--- src/rtl/led_pkg.sv ---
// Shared types and default constants for the LED pattern engine.
package led_pkg;

    typedef enum logic [1:0] {
        MODE_OFF     = 2'd0,
        MODE_BLINK   = 2'd1,
        MODE_CHASE   = 2'd2,
        MODE_BREATHE = 2'd3
    } mode_e;

    localparam int unsigned TICK_DIV_DEF = 50_000_000;
    localparam int unsigned PWM_BITS_DEF = 8;

endpackage

--- src/rtl/led_pattern_gen_tick_gen.sv ---
// Pattern-step prescaler: one-cycle strobe every TICK_DIV enabled cycles.
module tick_gen #(
    parameter int unsigned TICK_DIV = 4
) (
    input  logic clk,
    input  logic rst_n,
    input  logic en,
    input  logic clr,
    output logic tick
);

    localparam int unsigned CW = (TICK_DIV > 1) ? $clog2(TICK_DIV) : 1;
    localparam logic [CW-1:0] LAST = CW'(TICK_DIV - 1);

    logic [CW-1:0] div_cnt;

    // clr restarts a full period and swallows a coincident strobe
    always_ff @(posedge clk or negedge rst_n) begin
        if (!rst_n) begin
            div_cnt <= '0;
            tick    <= 1'b0;
        end else if (clr) begin
            div_cnt <= '0;
            tick    <= 1'b0;
        end else if (en) begin
            tick    <= (div_cnt == LAST);
            div_cnt <= (div_cnt == LAST) ? '0 : div_cnt + CW'(1);
        end else begin
            tick    <= 1'b0;
        end
    end

endmodule

--- src/rtl/led_pattern_gen.sv ---
// Run-time selectable LED pattern engine: off, blink, chase and PWM breathe.
module led_pattern_gen
    import led_pkg::*;
#(
    parameter int unsigned N_LED    = 4,
    parameter int unsigned TICK_DIV = TICK_DIV_DEF,
    parameter int unsigned PWM_BITS = PWM_BITS_DEF
) (
    input  logic             clk,
    input  logic             rst_n,
    input  logic             en,
    input  logic [1:0]       mode,
    output logic [N_LED-1:0] led,
    output logic             tick
);

    localparam logic [PWM_BITS-1:0] MAX = '1;

    mode_e               mode_q;
    logic [N_LED-1:0]    chase;
    logic                blink_q;
    logic [PWM_BITS-1:0] duty;
    logic                dir_down;
    logic [PWM_BITS-1:0] pwm_cnt;

    logic                mode_chg_c;
    logic [PWM_BITS-1:0] duty_nxt_c;
    logic                dir_down_nxt_c;

    assign mode_chg_c = (mode_e'(mode) != mode_q);

    tick_gen #(
        .TICK_DIV (TICK_DIV)
    ) u_tick_gen (
        .clk   (clk),
        .rst_n (rst_n),
        .en    (en),
        .clr   (mode_chg_c),
        .tick  (tick)
    );

    // Triangle ramp 0..MAX..0; endpoints turn around without repeating
    always_comb begin
        duty_nxt_c     = duty;
        dir_down_nxt_c = dir_down;
        if (!dir_down) begin
            if (duty == MAX) begin
                dir_down_nxt_c = 1'b1;
                duty_nxt_c     = MAX - PWM_BITS'(1);
            end else begin
                duty_nxt_c     = duty + PWM_BITS'(1);
            end
        end else begin
            if (duty == '0) begin
                dir_down_nxt_c = 1'b0;
                duty_nxt_c     = PWM_BITS'(1);
            end else begin
                duty_nxt_c     = duty - PWM_BITS'(1);
            end
        end
    end

    // Pattern state: a mode change restarts every pattern from its initial state
    always_ff @(posedge clk or negedge rst_n) begin
        if (!rst_n) begin
            mode_q   <= MODE_OFF;
            chase    <= N_LED'(1);
            blink_q  <= 1'b0;
            duty     <= '0;
            dir_down <= 1'b0;
            pwm_cnt  <= '0;
        end else begin
            mode_q <= mode_e'(mode);
            if (mode_chg_c) begin
                chase    <= N_LED'(1);
                blink_q  <= 1'b0;
                duty     <= '0;
                dir_down <= 1'b0;
                pwm_cnt  <= '0;
            end else if (en) begin
                pwm_cnt <= pwm_cnt + PWM_BITS'(1);
                if (tick) begin
                    case (mode_q)
                        MODE_BLINK:   blink_q <= ~blink_q;
                        MODE_CHASE:   chase   <= {chase[N_LED-2:0], chase[N_LED-1]};
                        MODE_BREATHE: begin
                            duty     <= duty_nxt_c;
                            dir_down <= dir_down_nxt_c;
                        end
                        default: ;
                    endcase
                end
            end
        end
    end

    // LED drive lags the pattern state by one cycle and holds while disabled
    always_ff @(posedge clk or negedge rst_n) begin
        if (!rst_n) begin
            led <= '0;
        end else if (en) begin
            case (mode_q)
                MODE_OFF:     led <= '0;
                MODE_BLINK:   led <= {N_LED{blink_q}};
                MODE_CHASE:   led <= chase;
                MODE_BREATHE: led <= {N_LED{pwm_cnt < duty}};
                default:      led <= '0;
            endcase
        end
    end

endmodule
--- config.mk ---
export PLATFORM = sky130hd
export DESIGN_NAME = led_pattern_gen
export DESIGN_NICKNAME = d
export VERILOG_FILES = /design/src/rtl/led_pkg.sv /design/src/rtl/led_pattern_gen_tick_gen.sv /design/src/rtl/led_pattern_gen.sv
export SDC_FILE = /design/constraint.sdc
export NUM_CORES = 1
export LEC_CHECK = 0
export ABC_AREA = 1
export BUFFER_PORTS_ARGS = -buffer_cell sky130_fd_sc_hd__buf_2
export CORE_ASPECT_RATIO = 1.2
export CORE_UTILIZATION = 55
export DETAILED_ROUTE_END_ITERATION = 7
export HOLD_SLACK_MARGIN = 0.06
export PLACE_DENSITY = 0.72
export SKIP_LAST_GASP = 1
export SLEW_MARGIN = 20
export SYNTH_ARGS = -nofsm -noshare
export SYNTH_HDL_FRONTEND = slang
export SYNTH_SLANG_ARGS = --single-unit
--- constraint.sdc ---
create_clock -name clk -period 2.5 [get_ports clk]
set_input_delay 0.375 -clock clk [delete_from_list [all_inputs] [get_ports clk]]
set_output_delay 0.375 -clock clk [all_outputs]
set_load 0.02 [all_outputs]
# After elaboration in Yosys (flattened, before gate mapping)

Cells that the tools add are included.

Add/sub/neg operators: 4
$lt $le $gt $ge: 1
Equal/unequal tests: 6
Mux-type cells: 30
Bitwise gates (word level): 1
Reduce and logical (&&, ||, !) cells: 10

Operators by type and width:

| cell                                                 | number |
|---|---|
| two-way mux 26 bit                                   | 3 |
| two-way mux 8 bit                                    | 9 |
| adder 26 x 1 -> 26 bit (second input constant)       | 1 |
| equality test 26 bit (second input constant)         | 1 |
| adder 8 x 1 -> 8 bit (second input constant)         | 2 |
| two-way mux 4 bit                                    | 4 |
| one-hot mux 4 bit (4 select lines)                   | 1 |
| two-way mux 1 bit                                    | 13 |
| nonzero test 2 bit                                   | 5 |
| AND reduction 3 bit                                  | 3 |
| equality test 8 bit (second input constant)          | 1 |
| zero test 8 bit                                      | 1 |
| less-than comparator 8 bit                           | 1 |
| subtractor 8 x 1 -> 8 bit (second input constant)    | 1 |
| equality test 2 bit (second input constant)          | 2 |
| equality test 2 x 1 -> 1 bit (second input constant) | 1 |
| zero test 2 bit                                      | 1 |
| inequality test 2 bit                                | 1 |
| NOT 1 bit                                            | 1 |

Register bits after elaboration: 55
Bits of input ports: 5
Output and inout port bits: 5
Logic and storage cells: 61

# Logic depth before layout (Yosys ltp)

Gate-level depths: netlist (run 1).

Depth in word-level cells: 7
Depth in mapped cells: 11
Depth with buffers taken out: 11

# Modules after synthesis

From an unflattened synthesis (run 1), not the netlist that was laid out.

Cell total of the unflattened synthesis: 505
Area total of the unflattened synthesis: 3623.5 µm²

Modules (own cells, without submodules):

| module          | instances | cells each | area an instance (µm²) | seq. area each (µm²) |
|---|---|---|---|---|
| led_pattern_gen | 1         | 250        | 1860.5                 | 701.9 |
| tick_gen        | 1         | 255        | 1762.9                 | 675.6 |

# Worst setup path after synthesis (run 1)

Ideal clock, no wire load.

Kind: register -> register
Start: reg u_tick_gen.div_cnt[0]
End: reg u_tick_gen.div_cnt[17]
Library setup time: 0.122 ns
Data arrival time: 1.428 ns
Data required time: 2.378 ns
Slack: 0.950 ns
Stages on the path, launching flop included: 9
Buffers on the path: 0
Clock period less this slack: 1.550 ns
Cells stage by stage: dfrtp_1 > ha_1 > nand2_1 > nor2_4 > nand3_1 > nor2_4 > nor2_8 > nor2_8 > nor2_1

Word-level cells in the longest chain between the ends: 4
Elaborated cells on any way between the ends: 5
Those cells by class: 1 x add/sub; 1 x eq/ne; 3 x mux

RTL lines:

| item                                                           | RTL line                       | source |
|---|---|---|
| start: declaration                                             | led_pattern_gen_tick_gen.sv:15 | `logic [CW-1:0] div_cnt;` |
| start signal: assignment                                       | led_pattern_gen_tick_gen.sv:27 | `div_cnt <= (div_cnt == LAST) ? '0 : div_cnt + CW'(1);` |
| adder 26 x 1 -> 26 bit or equality test 26 bit (tied branches) | led_pattern_gen_tick_gen.sv:27 |  |
| two-way mux 26 bit *                                           | led_pattern_gen_tick_gen.sv:27 |  |
| two-way mux 26 bit *                                           | led_pattern_gen_tick_gen.sv:25 | `end else if (en) begin` |
| two-way mux 26 bit *                                           | led_pattern_gen_tick_gen.sv:22 | `end else if (clr) begin` |

Every way passes the cells marked *; elsewhere a longest branch is shown, timed or not. The select of a mux whose other input is x is not followed.
A chain may end at the register's enable or synchronous reset.

# Final worst setup path (run 1)

Start: reg mode_q[1]
End: reg chase[2]

Word-level cells in the longest chain between the ends: 3
Elaborated cells on any way between the ends: 7
Those cells by class: 2 x eq/ne; 1 x mux; 4 x reduce/logical

RTL lines:

| item                                                         | RTL line                                     | source |
|---|---|---|
| start: declaration                                           | led_pattern_gen.sv:19                        | `mode_e mode_q;` |
| start signal: assignment                                     | led_pattern_gen.sv:73                        | `mode_q <= mode_e'(mode);` |
| inequality test 2 bit or equality test 2 bit (tied branches) | led_pattern_gen.sv:30, led_pattern_gen.sv:83 |  |
| nonzero test 2 bit (no line)                                 | n/a                                          |  |
| AND reduction 3 bit (no line)                                | n/a                                          |  |
| end signal: assignment                                       | led_pattern_gen.sv:85                        | `MODE_CHASE: chase <= {chase[N_LED-2:0], chase[N_LED-1]};` |
| end: declaration                                             | led_pattern_gen.sv:20                        | `logic [N_LED-1:0] chase;` |

Several ways; a longest one is shown, not always the timed one.

==> results of run 1 <==
state kept, by name, summed over array words and instances, names as in the netlist:
signal and count:
u_tick_gen.div_cnt 26, duty 8, pwm_cnt 8, chase 4
led 4, mode_q 2, blink_q 1, dir_down 1
u_tick_gen.tick 1
kinds of logic (layout without fill, tap and decap cells):
group           after synthesis  after routing
buf+inv                      83             92
fa+ha+maj                    12             12
mux                           1              1
xor+xnor                      7              7
flops                        55             55
simple gates                302            302
compound gates               60             60
path summary, 6_finish.rpt:
check	end	start	cells after the start	slack [ps]
worst max-delay path	chase[2]$_DFFE_PN0P_	mode_q[1]$_DFF_PN0_	5	570
worst min-delay path	pwm_cnt[3]$_DFFE_PN0P_	rst_n	2	180
worst max register to register	chase[2]$_DFFE_PN0P_	mode_q[1]$_DFF_PN0_	5	570
worst min register to register	led[2]$_DFFE_PN0P_	led[2]$_DFFE_PN0P_	2	490
max in group asynchronous	duty[6]$_DFFE_PN0P_	rst_n	2	1850
min in group clk	mode_q[1]$_DFF_PN0_	mode[1]	1	210
critical path, cell delays in order (launching register included):
cell     delay, ps
dfrtp_1        450
xnor2_2        310
nand2_2        270
inv_1          430
nand2_1        190
o22ai_1        200
routing by layer:
metal | GRT usage [%] | wire [microns] | up-vias | part of all wire [%]
met4 | 10.1 | 223 | 0 | 2.7
met2 | 46.9 | 4200 | 84 | 51
li1 | - | - | 1685 | -
met5 | 0 | 0 | - | 0
met1 | 31.3 | 3500 | 1552 | 42
met3 | 3.38 | 339 | 17 | 4.1
power by group:
group	internal [mW]	total, mW	switching [mW]
clock network	0.253	0.547	0.294
logic	0.0370	0.144	0.107
registers	0.896	0.907	0.0108
total	1.19	1.60	0.412
layout make-up:
cell class,instances,area (sq um),area share (%)
clock inverters,1,7.51,0.194
repair buffers,11,60.1,1.55
inverters,73,274,7.08
well taps,85,106,2.75
clock buffers,7,96.3,2.49
multi-input cells,382,1950,50.3
flip-flops and latches,55,1380,35.6
synthesized netlist by cell type (4+ instances only):
library cell and instances:
nor2_1 72, o21ai_0 26, nor3_2 4, a21oi_1 19
nand3_1 42, dfrtp_1 54, nor2_2 4, buf_6 5
ha_1 12, inv_1 70, nand3_2 4, nand4_1 15
nand2_1 138, nor3_1 11, xor2_1 4, o22ai_1 6
per-stage QoR:
step,cells,total power [mW],worst slack (ps)
floorplan,520,1.03,950
global placement,606,1.07,675
detailed placement,606,1.07,613
global route,614,1.67,439
finish,614,1.60,566
CTS,614,1.63,577
==> flow_metrics.py, run 1 <==
metrics = {
    "cells_and_area": {
        "fin_area_sq_um": 3870,
        "post-route-util_pct": 60.0,
        "fillers": 617,
        "mostFrequentLayoutCell": "nand2_1",
        "final_cell_mix": "nand2_1 (138), nor2_1 (72), inv_1 (70)",
        "fin_nets": 545,
        "area_growth_pct": 4.74,
        "drive_above_1_share_pct": 8.88,
        "n_antenna_cell": 0,
    },
    "yosys": {
        "muxShareOfSynthArea_pct": 0.271,
        "ys_warn_count": 0,
        "ys_ff_latch": 55,
        "syn_area_sq_um": 3690,
        "synth_flop_cell": "dfrtp_1",
        "synthCells": 520,
        "synth_cell_types": 39,
        "synth_compound_area_share_pct": 8.91,
        "synth-adder-area-share_pct": 4.06,
        "synthXorXnorAreaFrac_pct": 2.37,
        "yosys.area_share.simple_pct": 37.1,
        "synth_edf_count": 0,
        "yosysTopAreaCell": "dfrtp_1",
        "async_flop_share_pct": 100,
        "yosys-top-cells-area": "dfrtp_1 (37%), nand2_1 (14%), nor2_1 (7.3%), inv_1 (7.1%), nand3_1 (5.7%)",
        "synth_top_family_by_area": "simple AND/OR/NAND/NOR gates",
        "synth_top_area_share_pct": 36.6,
        "synth_fp_nets": 537,
        "ys_seq_area_share_pct": 37.3,
        "synth_area_per_cell_sq_um": 7.11,
    },
    "cts": {
        "tritoncts": "built",
        "clockBufferDepth": 2,
        "numCtsBuffers": 5,
        "post_cts.repair.setup_buffers": 0,
        "clock_latency_ps": 310,
        "holdBufCountCts": 0,
        "cts_num_sinks": 55,
        "clk_pin_slew_ps": 100,
        "cts_resized": 0,
        "htreeDepth": 2,
        "cts_root_buffer": "clkbuf_8",
    },
    "setup_path": {
        "crit_required_ps": 2730,
        "worstSetupEndpointType": "flop",
        "arrival_ps": 2170,
        "cp_max_fo": 14,
        "startpoint_type": "flop",
        "crit_type": "reg -> reg",
    },
    "route": {
        "vias": 3338,
        "vias_per_cell": 5.44,
        "antenna_left": 0,
        "first_pass_iters": 6,
        "drt_wl_total_mm": 8.27,
        "drt-initial-drc-count": 178,
        "wl_per_cell_microns": 13.5,
        "drc": 0,
    },
    "job": {
        "cap_violations": 0,
    },
    "sta": {
        "fin_crit_sh_pct": 77.4,
        "rsz0062_at_grt": "false",
        "fin_tns_setup_ps": 0,
        "fin_skew_ps": 11.6,
        "period_needed_ps": 1930,
        "fmax_mhz": 517,
        "drv_slew": 0,
        "worstMarginPinSlew_ps": 697,
        "hold_viol": 0,
        "slew-limit-headroom_pct": 53.5,
        "setup_violations": 0,
        "timing.hold.ws_ps": 183,
    },
    "floorplan": {
        "dieArea_sq_um": 7050,
        "rows": 32,
        "die_x_microns": 76.8,
        "start_util_pct": 57.3,
        "core_sq_um": 6450,
        "io_pins": 10,
        "die_h_microns": 91.8,
    },
    "global_routing": {
        "grt_pass1_vias": 3182,
        "grt_pass1_wl_mm": 14.6,
        "gr-total-overflow": 0,
        "track_usage_pct": 26.1,
        "antenna_found_initial": 0,
        "grt_max_degree": 56,
    },
    "placement": {
        "place_area_sq_um": 3770,
        "gp_congestion": 0.930,
        "port-buffer-count": 9,
        "dp_hpwl_mm": 6.09,
    },
    "outcome": {
        "status": "complete, no violations",
    },
    "hold_path": {
        "hp-class": "in -> async",
    },
    "pwr": {
        "ir_drop_mv": 0.329,
        "powerDensity_nw_per_um2": 413,
        "p_leak_nw": 1.86,
    },
}
(Power assumes the default switching activity.)
==> inputs of run 2 (changes only) <==
- clock period: 2.5 -> 1.9 ns (I/O delays scaled with it)
==> run 2 against run 1 <==
Core utilization increased by 0.93 points. Clock power up 30%. First-iteration DRC count shrank 3.9%. Hold slack worse by 80 ps. Global-route usage decreased by 0.27 points. Highest routed layer unchanged. Clock skew increased by 1.4 ps. Critical path type unchanged. Sequential power grew 31%. Via count decreased by 0.90%. Sequential share of layout area shrank 0.51 points. Wire length fell by 0.62%. Non-clock buffer count rose by 6. Critical path depth rose by 3.
==> flow_metrics.py, run 2 (same netlist as run 1, synthesis figures left out) <==
metrics = {
    "global_routing": {
        "grt_pass1_wl_mm": 14.4,
        "grt_pass1_vias": 3282,
        "track_usage_pct": 25.8,
        "gr-total-overflow": 0,
        "antenna_found_initial": 0,
        "grt_max_degree": 56,
    },
    "cells_and_area": {
        "fin_nets": 551,
        "fillers": 613,
        "final_cell_mix": "nand2_1 (138), nor2_1 (71), inv_1 (70)",
        "mostFrequentLayoutCell": "nand2_1",
        "area_growth_pct": 6.37,
        "n_antenna_cell": 0,
        "drive_above_1_share_pct": 10.1,
        "instances_no_fill": 620,
        "largestRegisters": "u_tick_gen.div_cnt (26), duty (8), pwm_cnt (8)",
        "largest_register": "u_tick_gen.div_cnt",
        "largest_reg_flops": 26,
    },
    "sta": {
        "hold_viol": 0,
        "rsz0062_at_grt": "false",
        "fin_crit_sh_pct": 90.1,
        "setup_violations": 0,
        "fin_tns_setup_ps": 0,
        "drv_slew": 0,
        "worstMarginPinSlew_ps": 372,
        "slew-limit-headroom_pct": 75.0,
        "period_needed_ps": 1710,
        "timing.hold.ws_ps": 103,
        "fin_skew_ps": 12.9,
        "fmax_mhz": 584,
    },
    "route": {
        "vias": 3308,
        "drt-met1-wl_mm": 3.58,
        "routed.top_layer": "met4",
        "drt-initial-drc-count": 171,
        "drt_wl_total_mm": 8.22,
        "wl_met2_mm": 4.12,
        "vias_per_cell": 5.34,
        "first_pass_iters": 4,
        "wl_per_cell_microns": 13.3,
        "antenna_left": 0,
        "wl_met3_microns": 266,
        "drc": 0,
    },
    "pwr": {
        "p_int_mw": 1.53,
        "clkPwrFrac_pct": 33.8,
        "switching_share_pct": 27.8,
        "total_power_mw": 2.11,
        "p_leak_nw": 1.89,
        "powerDensity_nw_per_um2": 538,
        "p_comb_share_pct": 9.7,
        "p_sw_uw": 587,
        "seqPwrFrac_pct": 56.5,
        "ir_drop_mv": 0.371,
    },
    "setup_path": {
        "cpLargestDelayFamily": "simple AND/OR/NAND/NOR gates",
        "cp_num_buf_inv": 0,
        "cp_max_fo": 9,
        "crit_type": "reg -> reg",
        "r2r-end": "u_tick_gen.div_cnt[22]$_DFFE_PN0P_",
        "startpoint_type": "flop",
        "r2r-start": "u_tick_gen.div_cnt[0]$_DFFE_PN0P_",
        "rrSetupSlack_ps": 190,
        "crit_end": "u_tick_gen.div_cnt[22]$_DFFE_PN0P_",
        "cp.depth": 8,
        "crit_required_ps": 2110,
        "max_stage_delay_ps": 430,
        "cp_slowest_cell": "dfrtp_2",
        "arrival_ps": 1930,
        "reg2reg_depth": 8,
        "path_cells": "ha_1 -> nand2_1 -> nor2_4 -> nand3_1 -> nor2_4 -> nor2_8 -> nor2_8 -> nor2_1",
        "cp-startpoint": "u_tick_gen.div_cnt[0]$_DFFE_PN0P_",
        "worstSetupEndpointType": "flop",
    },
    "cts": {
        "cts_root_buffer": "clkbuf_8",
        "clockBufferDepth": 2,
        "tritoncts": "built",
        "numCtsBuffers": 5,
        "htreeDepth": 2,
        "clk_pin_slew_ps": 120,
        "clock_latency_ps": 320,
        "cts_num_sinks": 55,
    },
    "outcome": {
        "status": "complete, no violations",
    },
    "job": {
        "cap_violations": 0,
    },
    "floorplan": {
        "die_h_microns": 91.8,
        "start_util_pct": 57.3,
        "io_pins": 10,
        "dieArea_sq_um": 7050,
        "rows": 32,
        "die_x_microns": 76.8,
        "core_sq_um": 6450,
    },
    "placement": {
        "dp_hpwl_mm": 6.26,
        "gp_congestion": 0.966,
        "place_inst": 611,
        "port-buffer-count": 9,
    },
    "hold_path": {
        "hp-class": "in -> reg",
    },
}
## run 2: changes by cell type in the layout (fill, tap and decap cells not counted), sizes merged
cell	before	now
dlygate4sd3	0	1
inv	72	74
buf	11	16
clkbuf	7	5
clkinv	1	2
clkinvlp	1	0
## run 2: worst min-delay path by stage
stage | start | to | slack (ps) | cells past startpoint
6_report | mode[1] | mode_q[1]$_DFF_PN0_ | 100 | 1
5_1_grt | mode[1] | mode_q[1]$_DFF_PN0_ | 90 | 1
4_1_cts | mode[1] | mode_q[1]$_DFF_PN0_ | 100 | 1
3_5_place_dp | rst_n | chase[3]$_DFFE_PN0P_ | 310 | 2
3_3_place_gp | rst_n | chase[2]$_DFFE_PN0P_ | 300 | 2
2_1_floorplan | rst_n | blink_q$_DFFE_PN0P_ | -10 | 0
## run 2: timing repair
action / in CTS / in global routing
endpoints found under the hold margin: 54 / 0
resized for setup: 0 / 2
hold buffers: 1 / 0
setup endpoints to repair: 0 / 13
setup buffers: 0 / 0
## run 2: final cells by class
class | instances | area (sq um) | share of cell area (%)
sequential | 55 | 1380 | 35.1
multi-input combinational | 382 | 1950 | 49.6
inverter | 73 | 274 | 6.97
clock buffer | 5 | 68.8 | 1.75
timing repair buffer | 17 | 120 | 3.06
tap | 85 | 106 | 2.71
clock inverter | 3 | 31.3 | 0.796
## run 2: layer usage
metal  track usage (%)  up-vias
met3              3.58       23
met5                 0        -
met1              30.2     1522
met2              46.6       68
li1                  -     1695
met4              11.2        0
## run 2: power groups by stage
stage | Clock [mW] | Sequential [mW] | Combinational, mW
after global placement | 0 | 1.22 | 0.205
after global routing | 0.779 | 1.20 | 0.232
after floorplan | 0 | 1.21 | 0.144
final | 0.713 | 1.19 | 0.206
after detailed placement | 0 | 1.22 | 0.208
after CTS | 0.740 | 1.19 | 0.210
## run 2: through the flow
| step | area [sq um] | util (%) | setup slack [ps] |
|---|---|---|---|
| after global routing | 3930 | 61.0 | 16.5 |
| final | 3930 | 61.0 | 188 |
| after detailed placement | 3820 | 59.2 | 174 |
| after global placement | 3820 | 59.2 | 263 |
| after floorplan | 3690 | - | 350 |
| after CTS | 3930 | 60.9 | 165 |
